File: config.mk
export PLATFORM = sky130hd
export DESIGN_NAME = mor1kx_wb_arbiter_cappuccino_flat
export DESIGN_NICKNAME = d
export VERILOG_FILES = /design/src/rtl/mor1kx_wb_arbiter_cappuccino_if.sv /design/src/rtl/mor1kx_wb_arbiter_cappuccino.sv /design/src/flat_wrapper.sv
export SDC_FILE = /design/constraint.sdc
export NUM_CORES = 1
export LEC_CHECK = 0
export BUFFER_PORTS_ARGS = -buffer_cell sky130_fd_sc_hd__buf_2
export CORE_MARGIN = 2
export CORE_UTILIZATION = 50
export CTS_CLUSTER_DIAMETER = 30
export CTS_CLUSTER_SIZE = 24
export DETAILED_ROUTE_END_ITERATION = 6
export GPL_TIMING_DRIVEN = 0
export PLACE_DENSITY = 0.83
export SETUP_SLACK_MARGIN = 0.1
export SLEW_MARGIN = 20
export SYNTH_ARGS = -nofsm -noshare
export SYNTH_HDL_FRONTEND = slang
export SYNTH_SLANG_ARGS = --single-unit
export TNS_END_PERCENT = 50
File: constraint.sdc
create_clock -name clk -period 3 [get_ports clk]
set_input_delay 0.75 -clock clk [delete_from_list [all_inputs] [get_ports clk]]
set_output_delay 0.75 -clock clk [all_outputs]
set_load 0.01 [all_outputs]
File: src/rtl/mor1kx_wb_arbiter_cappuccino_if.sv
// Bus bundle for the writeback arbiter: four result-source handshakes plus the
// registered register-file write port.
interface mor1kx_wb_arbiter_cappuccino_if #(
  parameter int OPTION_OPERAND_WIDTH = 32,
  parameter int OPTION_RF_ADDR_WIDTH = 5
);
  logic                            flush_i;

  logic                            alu_valid_i;
  logic [OPTION_OPERAND_WIDTH-1:0] alu_result_i;
  logic [OPTION_RF_ADDR_WIDTH-1:0] alu_rfd_i;
  logic                            alu_ready_o;

  logic                            mul_valid_i;
  logic [OPTION_OPERAND_WIDTH-1:0] mul_result_i;
  logic [OPTION_RF_ADDR_WIDTH-1:0] mul_rfd_i;
  logic                            mul_ready_o;

  logic                            lsu_valid_i;
  logic [OPTION_OPERAND_WIDTH-1:0] lsu_result_i;
  logic [OPTION_RF_ADDR_WIDTH-1:0] lsu_rfd_i;
  logic                            lsu_ready_o;

  logic                            spr_valid_i;
  logic [OPTION_OPERAND_WIDTH-1:0] spr_result_i;
  logic [OPTION_RF_ADDR_WIDTH-1:0] spr_rfd_i;
  logic                            spr_ready_o;

  logic                            rf_we_o;
  logic [OPTION_RF_ADDR_WIDTH-1:0] rf_addr_o;
  logic [OPTION_OPERAND_WIDTH-1:0] rf_result_o;
  logic [1:0]                      wb_src_o;
  logic                            busy_o;

  // Arbiter side.
  modport slave (
    input  flush_i,
    input  alu_valid_i, alu_result_i, alu_rfd_i,
    input  mul_valid_i, mul_result_i, mul_rfd_i,
    input  lsu_valid_i, lsu_result_i, lsu_rfd_i,
    input  spr_valid_i, spr_result_i, spr_rfd_i,
    output alu_ready_o, mul_ready_o, lsu_ready_o, spr_ready_o,
    output rf_we_o, rf_addr_o, rf_result_o, wb_src_o, busy_o
  );

  // Pipeline / register-file side.
  modport master (
    output flush_i,
    output alu_valid_i, alu_result_i, alu_rfd_i,
    output mul_valid_i, mul_result_i, mul_rfd_i,
    output lsu_valid_i, lsu_result_i, lsu_rfd_i,
    output spr_valid_i, spr_result_i, spr_rfd_i,
    input  alu_ready_o, mul_ready_o, lsu_ready_o, spr_ready_o,
    input  rf_we_o, rf_addr_o, rf_result_o, wb_src_o, busy_o
  );
endinterface

File: src/rtl/mor1kx_wb_arbiter_cappuccino.sv
// Register-file writeback arbiter: one holding buffer per result source, fixed
// priority LSU > MUL > SPR > ALU with starvation aging, registered RF write port.
module mor1kx_wb_arbiter_cappuccino #(
  parameter int OPTION_OPERAND_WIDTH = 32,
  parameter int OPTION_RF_ADDR_WIDTH = 5,
  parameter int STARVE_LIMIT         = 4
) (
  input logic                          clk,
  input logic                          rst,
  mor1kx_wb_arbiter_cappuccino_if.slave bus
);

  // Source index doubles as wb_src_o encoding and as priority (lower wins).
  localparam int         NSRC    = 4;
  localparam logic [1:0] SRC_LSU = 2'd0;
  localparam logic [1:0] SRC_MUL = 2'd1;
  localparam logic [1:0] SRC_SPR = 2'd2;
  localparam logic [1:0] SRC_ALU = 2'd3;
  localparam int         CW      = $clog2(STARVE_LIMIT + 1);
  localparam logic [CW-1:0] WAIT_MAX = CW'(STARVE_LIMIT);

  typedef logic [OPTION_OPERAND_WIDTH-1:0] data_t;
  typedef logic [OPTION_RF_ADDR_WIDTH-1:0] rfd_t;

  logic [NSRC-1:0] in_valid;
  data_t           in_data [NSRC];
  rfd_t            in_rfd  [NSRC];

  logic [NSRC-1:0] buf_valid_q, buf_valid_d;
  data_t           buf_data_q  [NSRC];
  data_t           buf_data_d  [NSRC];
  rfd_t            buf_rfd_q   [NSRC];
  rfd_t            buf_rfd_d   [NSRC];
  logic [CW-1:0]   wait_q      [NSRC];
  logic [CW-1:0]   wait_d      [NSRC];

  logic            rf_we_q,     rf_we_d;
  rfd_t            rf_addr_q,   rf_addr_d;
  data_t           rf_result_q, rf_result_d;
  logic [1:0]      wb_src_q,    wb_src_d;

  logic [NSRC-1:0] urgent;
  logic [NSRC-1:0] cand;
  logic [NSRC-1:0] grant;
  logic [NSRC-1:0] ready;
  logic [1:0]      win;
  logic            any_grant;

  assign in_valid[SRC_LSU] = bus.lsu_valid_i;
  assign in_valid[SRC_MUL] = bus.mul_valid_i;
  assign in_valid[SRC_SPR] = bus.spr_valid_i;
  assign in_valid[SRC_ALU] = bus.alu_valid_i;

  assign in_data[SRC_LSU]  = bus.lsu_result_i;
  assign in_data[SRC_MUL]  = bus.mul_result_i;
  assign in_data[SRC_SPR]  = bus.spr_result_i;
  assign in_data[SRC_ALU]  = bus.alu_result_i;

  assign in_rfd[SRC_LSU]   = bus.lsu_rfd_i;
  assign in_rfd[SRC_MUL]   = bus.mul_rfd_i;
  assign in_rfd[SRC_SPR]   = bus.spr_rfd_i;
  assign in_rfd[SRC_ALU]   = bus.alu_rfd_i;

  // Arbitration looks only at stored state, so ready never depends on valid_i.
  always_comb begin
    // NOTE: every always_comb output gets a default first so no path leaves it
    // unassigned, which would otherwise infer a latch.
    urgent = '0;
    win    = SRC_LSU;
    for (int s = 0; s < NSRC; s++) begin
      urgent[s] = buf_valid_q[s] && (wait_q[s] == WAIT_MAX);
    end
    cand      = (|urgent) ? urgent : buf_valid_q;
    any_grant = |cand;
    for (int s = NSRC - 1; s >= 0; s--) begin
      if (cand[s]) win = 2'(s);
    end
    grant = any_grant ? (NSRC'(1) << win) : '0;
    ready = {NSRC{~bus.flush_i}} & (~buf_valid_q | grant);
  end

  always_comb begin
    buf_valid_d = buf_valid_q;
    buf_data_d  = buf_data_q;
    buf_rfd_d   = buf_rfd_q;
    wait_d      = wait_q;
    for (int s = 0; s < NSRC; s++) begin
      if (bus.flush_i) begin
        buf_valid_d[s] = 1'b0;
        wait_d[s]      = '0;
      end else if (in_valid[s] && ready[s]) begin
        buf_valid_d[s] = 1'b1;
        buf_data_d[s]  = in_data[s];
        buf_rfd_d[s]   = in_rfd[s];
        wait_d[s]      = '0;
      end else if (grant[s]) begin
        buf_valid_d[s] = 1'b0;
        wait_d[s]      = '0;
      end else if (buf_valid_q[s] && (wait_q[s] != WAIT_MAX)) begin
        wait_d[s]      = wait_q[s] + CW'(1);
      end
    end
  end

  // r0 results drain through the arbiter but never raise the write enable.
  always_comb begin
    rf_we_d     = 1'b0;
    rf_addr_d   = rf_addr_q;
    rf_result_d = rf_result_q;
    wb_src_d    = wb_src_q;
    if (!bus.flush_i && any_grant) begin
      rf_we_d     = |buf_rfd_q[win];
      rf_addr_d   = buf_rfd_q[win];
      rf_result_d = buf_data_q[win];
      wb_src_d    = win;
    end
  end

  always_ff @(posedge clk or negedge rst) begin
    if (!rst) begin
      // NOTE: buffer payloads are reset along with their valid bits so the
      // observable state after reset is fully zero, not just "empty".
      buf_valid_q <= '0;
      for (int s = 0; s < NSRC; s++) begin
        buf_data_q[s] <= '0;
        buf_rfd_q[s]  <= '0;
        wait_q[s]     <= '0;
      end
      rf_we_q     <= 1'b0;
      rf_addr_q   <= '0;
      rf_result_q <= '0;
      wb_src_q    <= '0;
    end else begin
      // NOTE: sequential state uses non-blocking assignment so every register
      // samples the pre-edge values regardless of statement order.
      buf_valid_q <= buf_valid_d;
      buf_data_q  <= buf_data_d;
      buf_rfd_q   <= buf_rfd_d;
      wait_q      <= wait_d;
      rf_we_q     <= rf_we_d;
      rf_addr_q   <= rf_addr_d;
      rf_result_q <= rf_result_d;
      wb_src_q    <= wb_src_d;
    end
  end

  assign bus.lsu_ready_o = ready[SRC_LSU];
  assign bus.mul_ready_o = ready[SRC_MUL];
  assign bus.spr_ready_o = ready[SRC_SPR];
  assign bus.alu_ready_o = ready[SRC_ALU];

  assign bus.rf_we_o     = rf_we_q;
  assign bus.rf_addr_o   = rf_addr_q;
  assign bus.rf_result_o = rf_result_q;
  assign bus.wb_src_o    = wb_src_q;
  assign bus.busy_o      = |buf_valid_q;

endmodule

File: src/flat_wrapper.sv
// flat-port wrapper written by rule: the top's interface ports become plain ports
module mor1kx_wb_arbiter_cappuccino_flat 
#(
  parameter int OPTION_OPERAND_WIDTH = 32,
  parameter int OPTION_RF_ADDR_WIDTH = 5,
  parameter int STARVE_LIMIT         = 4
)
  (clk, rst, bus_flush_i, bus_alu_valid_i, bus_alu_result_i, bus_alu_rfd_i, bus_mul_valid_i, bus_mul_result_i, bus_mul_rfd_i, bus_lsu_valid_i, bus_lsu_result_i, bus_lsu_rfd_i, bus_spr_valid_i, bus_spr_result_i, bus_spr_rfd_i, bus_alu_ready_o, bus_mul_ready_o, bus_lsu_ready_o, bus_spr_ready_o, bus_rf_we_o, bus_rf_addr_o, bus_rf_result_o, bus_wb_src_o, bus_busy_o);
  mor1kx_wb_arbiter_cappuccino_if #(.OPTION_OPERAND_WIDTH(OPTION_OPERAND_WIDTH), .OPTION_RF_ADDR_WIDTH(OPTION_RF_ADDR_WIDTH)) bus_i ();
  input logic clk;
  input logic rst;
  input wire logic [$bits(bus_i.flush_i)-1:0] bus_flush_i;
  input wire logic [$bits(bus_i.alu_valid_i)-1:0] bus_alu_valid_i;
  input wire logic [$bits(bus_i.alu_result_i)-1:0] bus_alu_result_i;
  input wire logic [$bits(bus_i.alu_rfd_i)-1:0] bus_alu_rfd_i;
  input wire logic [$bits(bus_i.mul_valid_i)-1:0] bus_mul_valid_i;
  input wire logic [$bits(bus_i.mul_result_i)-1:0] bus_mul_result_i;
  input wire logic [$bits(bus_i.mul_rfd_i)-1:0] bus_mul_rfd_i;
  input wire logic [$bits(bus_i.lsu_valid_i)-1:0] bus_lsu_valid_i;
  input wire logic [$bits(bus_i.lsu_result_i)-1:0] bus_lsu_result_i;
  input wire logic [$bits(bus_i.lsu_rfd_i)-1:0] bus_lsu_rfd_i;
  input wire logic [$bits(bus_i.spr_valid_i)-1:0] bus_spr_valid_i;
  input wire logic [$bits(bus_i.spr_result_i)-1:0] bus_spr_result_i;
  input wire logic [$bits(bus_i.spr_rfd_i)-1:0] bus_spr_rfd_i;
  output wire logic [$bits(bus_i.alu_ready_o)-1:0] bus_alu_ready_o;
  output wire logic [$bits(bus_i.mul_ready_o)-1:0] bus_mul_ready_o;
  output wire logic [$bits(bus_i.lsu_ready_o)-1:0] bus_lsu_ready_o;
  output wire logic [$bits(bus_i.spr_ready_o)-1:0] bus_spr_ready_o;
  output wire logic [$bits(bus_i.rf_we_o)-1:0] bus_rf_we_o;
  output wire logic [$bits(bus_i.rf_addr_o)-1:0] bus_rf_addr_o;
  output wire logic [$bits(bus_i.rf_result_o)-1:0] bus_rf_result_o;
  output wire logic [$bits(bus_i.wb_src_o)-1:0] bus_wb_src_o;
  output wire logic [$bits(bus_i.busy_o)-1:0] bus_busy_o;
  assign bus_i.flush_i = bus_flush_i;
  assign bus_i.alu_valid_i = bus_alu_valid_i;
  assign bus_i.alu_result_i = bus_alu_result_i;
  assign bus_i.alu_rfd_i = bus_alu_rfd_i;
  assign bus_i.mul_valid_i = bus_mul_valid_i;
  assign bus_i.mul_result_i = bus_mul_result_i;
  assign bus_i.mul_rfd_i = bus_mul_rfd_i;
  assign bus_i.lsu_valid_i = bus_lsu_valid_i;
  assign bus_i.lsu_result_i = bus_lsu_result_i;
  assign bus_i.lsu_rfd_i = bus_lsu_rfd_i;
  assign bus_i.spr_valid_i = bus_spr_valid_i;
  assign bus_i.spr_result_i = bus_spr_result_i;
  assign bus_i.spr_rfd_i = bus_spr_rfd_i;
  assign bus_alu_ready_o = bus_i.alu_ready_o;
  assign bus_mul_ready_o = bus_i.mul_ready_o;
  assign bus_lsu_ready_o = bus_i.lsu_ready_o;
  assign bus_spr_ready_o = bus_i.spr_ready_o;
  assign bus_rf_we_o = bus_i.rf_we_o;
  assign bus_rf_addr_o = bus_i.rf_addr_o;
  assign bus_rf_result_o = bus_i.rf_result_o;
  assign bus_wb_src_o = bus_i.wb_src_o;
  assign bus_busy_o = bus_i.busy_o;
  mor1kx_wb_arbiter_cappuccino #(.OPTION_OPERAND_WIDTH(OPTION_OPERAND_WIDTH), .OPTION_RF_ADDR_WIDTH(OPTION_RF_ADDR_WIDTH), .STARVE_LIMIT(STARVE_LIMIT)) u_core (.clk(clk), .rst(rst), .bus(bus_i));
endmodule
==> results.txt <==
* Cts bufs inserted: 45
- Count of buffers from port buffering: 199
- In this run the power density over the cells is 803 nW/µm².
* MaxCap Viol Count: 0
- For this configuration, the core starts out at a cell density of 50.8%.
* Setup repair after global routing missed its margin: true
- In this run switching power makes up 25.6% of total power.
- Core area: between 15000 and 20000 µm²
* Area used by multi-input combinational logic: 4070 µm²
- Wire length of the first global-routing pass: 37400 µm
- Most common cell after layout, fill and taps aside: sky130_fd_sc_hd__buf_2
- The die covers ~20000 µm².
* Class of the worst hold path: input port to async pin
* Clock tree from TritonCTS: done
- Number of cells in the finished layout apart from fillers: 1227
* Number of iterations in the first detailed-routing pass: 5
* Max IR drop VDD: 481 µV
- The worst setup path is of the register to output pin kind.
- Post-synthesis register bit count: 204
- Hold Slack: 0.115 ns
- Setup crit start kind: register
- Entering global routing, the biggest net connects 87 pins.
* Count of fill cells added during filler insertion: 1397
- Post-layout net count: 1116
* Synth Instances: 700
- Number of violations reported at the end of detailed-routing iteration 0: 208
* Final-report setup violation count: 0
* Actual transition at the worst max-transition pin: 0.661 ns
- After synthesis, the largest area contributor takes up a little over half of total cell area.
* Cell class contributing the biggest share of worst-path delay: simple AND/OR/NAND/NOR gates
* H-tree lvl count: 2
* Slowest stage delay, CP: 0.35 ns
- Synth unique cells: 38
- In the final routed layout, each cell accounts on average for 19.4 µm.
* Register share of total power: 35.3%
* Die width: 141 µm
* Commonest cells after routing, fill and taps aside: 209 x sky130_fd_sc_hd__buf_2, 204 x sky130_fd_sc_hd__dfrtp_1, 109 x sky130_fd_sc_hd__mux2_2, 77 x sky130_fd_sc_hd__mux2i_1
- Synth area leaders: sky130_fd_sc_hd__dfrtp_1 54%, sky130_fd_sc_hd__mux2_2 13%, sky130_fd_sc_hd__mux2i_1 8.2%
- I/O pin count: 200
- Clock share of power: 49.2%
* Result of the run: finished, final reports clean
- Number of warnings printed during yosys synthesis: 0
- Detailed-route DRC error count: 0
* Max-slew violation total from the final report: 0
- Die boundary height: about 140 µm
- At the worst endpoint, the required time is about 2.3 ns.
* Worst setup skew after layout: 0.0122 ns
- The clock drives 204 sinks.
- F_max: about 350 MHz
- Final core area utilization: roughly two thirds
- Headroom to the max-slew limit came out at 56.0%.
* Number of hold violations in the final report: 0
- The cell area that synthesis handed to floorplanning was 9430 µm².
- The analysis attributes to net switching a power of 0.00255 W.
* Routed via count divided by cell count: 5.28
* HPWL after detailed placement: 16100 µm
- At the end of routability-driven placement, the weighted congestion stood at 0.878.
- Syn_nets: 863
- Row cnt: 50
* Proportion of power drawn by combinational gates: approximately 15%
* Final critical delay including setup and external delays: around 2.8 ns
- Sequential fraction of the synthesis area: 54.1%
* CP arrival: a little over 2 ns
- The critical path goes through inv_1, ha_1, and3_4, or2_1, o21a_1, nor2_1, buf_2.
* Post-DP Area: 10800 µm²
- The internal portion of the total power is 0.00743 W.
- After synthesis, the mean cell area works out to 13.5 µm².
- Compared with the post-synthesis result, the final layout area differs by 31.8%.
- Number of routed nets with antenna violations: 0
* Clock insertion delay at the later pin of the skew report: ~0.52 ns
- The worst setup path is captured at an output pin.
* Longest Clk Path Bufs: 3
- CTS Root Buffer Type: sky130_fd_sc_hd__clkbuf_16
* Largest driver fanout on the critical path: 4
* Clock slew at reported path FFs: 0.05 ns
* Antenna violations before repair: 4
- Summed over all layers, the routed wires come to 23800 µm.
- Cells with a size suffix above 1 make up about 48% of the layout.
- The via count of the first global-routing pass came to 7024.
- Across every metal layer, demand over resource in global routing totals around a quarter.
- Dominant cell type by area after synthesis: sky130_fd_sc_hd__dfrtp_1
- Counting tap cells, the placed design contains a total of 1135 instances.
- Overflow left after global routing: 0
- After layout, the worst path uses 93.9% of the clock period.
- The analysis attributes to cell leakage a power of 5.85 nW.
* Design area: 12400 µm²
- Counting both buffers and inverters, the worst setup path holds a total of 2.
* Number of buffers inserted for hold repair after clock tree synthesis: 0
- The detailed router placed 6480 vias in this run.
- The largest individual stage delay along the critical path comes from the cell sky130_fd_sc_hd__dfrtp_1.
- In the final layout, flip-flops and latches occupy 5100 µm².
-- worst register-to-register path, cell delays in order (launching register included) --
cell                      delay (ns)
sky130_fd_sc_hd__dfrtp_1        0.35
sky130_fd_sc_hd__inv_1          0.07
sky130_fd_sc_hd__ha_1           0.22
sky130_fd_sc_hd__and3_4         0.20
sky130_fd_sc_hd__or2_1          0.26
sky130_fd_sc_hd__o21a_1         0.23
sky130_fd_sc_hd__buf_4          0.14
sky130_fd_sc_hd__buf_4          0.13
sky130_fd_sc_hd__nor3b_2        0.17
sky130_fd_sc_hd__buf_4          0.26
sky130_fd_sc_hd__buf_6          0.21
sky130_fd_sc_hd__mux2_1         0.35
-- stage by stage --
stage / setup slack (ns) / power [W] / setup TNS [ns]
final: 0.183 / 0.00998 / 0
after global routing: 0.0771 / 0.0104 / 0
after CTS: 0.0820 / 0.0101 / 0
after detailed placement: 0.237 / 0.00509 / 0
after global placement: -2.27 / 0.00501 / -459.71
after floorplan: 0.773 / 0.00448 / 0
-- metal layers --
layer  vias up  wire length [µm]  GRT usage, %
met3        42              1450          6.01
met5         -                 0             0
met4         0               558          8.68
li1       3009                 -             -
met2       198             11500          40.4
met1      3231             10300          30.8
-- power by group through the flow --
stage                     registers [W]  logic (W)  clock network [W]
after floorplan                 0.00355   0.000929                  0
after global placement          0.00353    0.00148                  0
after detailed placement        0.00356    0.00154                  0
after CTS                       0.00352    0.00155            0.00498
after global routing            0.00358    0.00169            0.00515
final                           0.00353    0.00154            0.00491
-- final timing paths --
kind	from	to	slack [ns]	depth (start not counted)
worst max-delay path	u_core.wait_q[6]$_DFFE_PN0P_	bus_spr_ready_o	0.18	7
worst min-delay path	rst	u_core.buf_data_q[9]$_DFFE_PN0P_	0.11	1
worst max register to register	u_core.wait_q[6]$_DFFE_PN0P_	u_core.buf_data_q[34]$_DFFE_PN0P_	0.29	11
worst min register to register	u_core.bus.rf_addr_o[1]$_DFFE_PN0P_	u_core.bus.rf_addr_o[1]$_DFFE_PN0P_	0.47	2
max in group asynchronous	rst	u_core.buf_data_q[25]$_DFFE_PN0P_	1.75	3
min in group clk	bus_mul_result_i[10]	u_core.buf_data_q[74]$_DFFE_PN0P_	0.45	2
-- cell type report --
type	count	share of cell area, %
sequential	204	41.1
multi-input combinational	447	32.7
clock buffer	55	9.94
timing repair buffer	207	8.90
clock inverter	28	2.41
tap	234	2.35
buffer	38	2.25
inverter	10	0.302
antenna	4	0.0805
-- cell usage after synthesis --
library cell,n
sky130_fd_sc_hd__o2111ai_2,1
sky130_fd_sc_hd__mux2_2,109
sky130_fd_sc_hd__mux2i_1,77
sky130_fd_sc_hd__or2_1,2
sky130_fd_sc_hd__mux2_1,48
sky130_fd_sc_hd__and4b_1,4
sky130_fd_sc_hd__xnor2_1,4
sky130_fd_sc_hd__nor2_1,23
sky130_fd_sc_hd__nor2_4,1
sky130_fd_sc_hd__and2_1,3
sky130_fd_sc_hd__nand2_2,1
sky130_fd_sc_hd__a21oi_2,2
sky130_fd_sc_hd__o21bai_1,3
sky130_fd_sc_hd__nor3b_2,1
sky130_fd_sc_hd__o32ai_1,2
sky130_fd_sc_hd__o22a_1,1
sky130_fd_sc_hd__mux2_4,30
sky130_fd_sc_hd__buf_4,5
sky130_fd_sc_hd__buf_2,11
sky130_fd_sc_hd__a21oi_1,12
sky130_fd_sc_hd__nand2_1,49
sky130_fd_sc_hd__nand2_4,1
sky130_fd_sc_hd__o21ai_1,38
sky130_fd_sc_hd__nor3_1,10
sky130_fd_sc_hd__ha_1,8
sky130_fd_sc_hd__o21ai_0,4
sky130_fd_sc_hd__clkbuf_1,10
sky130_fd_sc_hd__dfrtp_1,204
sky130_fd_sc_hd__o21a_1,2
sky130_fd_sc_hd__and4_1,1
sky130_fd_sc_hd__buf_8,4
sky130_fd_sc_hd__inv_1,10
sky130_fd_sc_hd__nand3_1,3
sky130_fd_sc_hd__and3_1,3
sky130_fd_sc_hd__nand2b_1,2
sky130_fd_sc_hd__and3_4,1
sky130_fd_sc_hd__buf_6,9
sky130_fd_sc_hd__nor4bb_1,1
-- cells by family after synthesis --
| family | after synthesis | synth area share (%) |
|---|---|---|
| adders and majority gates | 8 | 1.06 |
| buffers and inverters | 49 | 3.49 |
| AOI/OAI and AO/OA | 65 | 3.89 |
| and+or+nand+nor | 106 | 5.40 |
| xor gates and xnor gates | 4 | 0.371 |
| muxes | 264 | 31.7 |
| DFF | 204 | 54.1 |
-- registers in the layout, summed over array words and instances (netlist names) --
signal,cells
u_core.wait_q,12
u_core.bus.rf_addr_o,5
u_core.bus.rf_we_o,1
u_core.bus.wb_src_o,2
u_core.buf_rfd_q,20
u_core.bus.rf_result_o,32
u_core.buf_data_q,128
u_core.buf_valid_q,4
-- repair_timing --
action | CTS | global route
pin swaps | 3 | 4
buffers inserted | 3 | 3
endpoints found under the hold margin | 0 | 0
endpoints found under the setup margin | 2 | 12
resized for setup | 0 | 19
No activity file was read; power rests on OpenSTA's default activity.
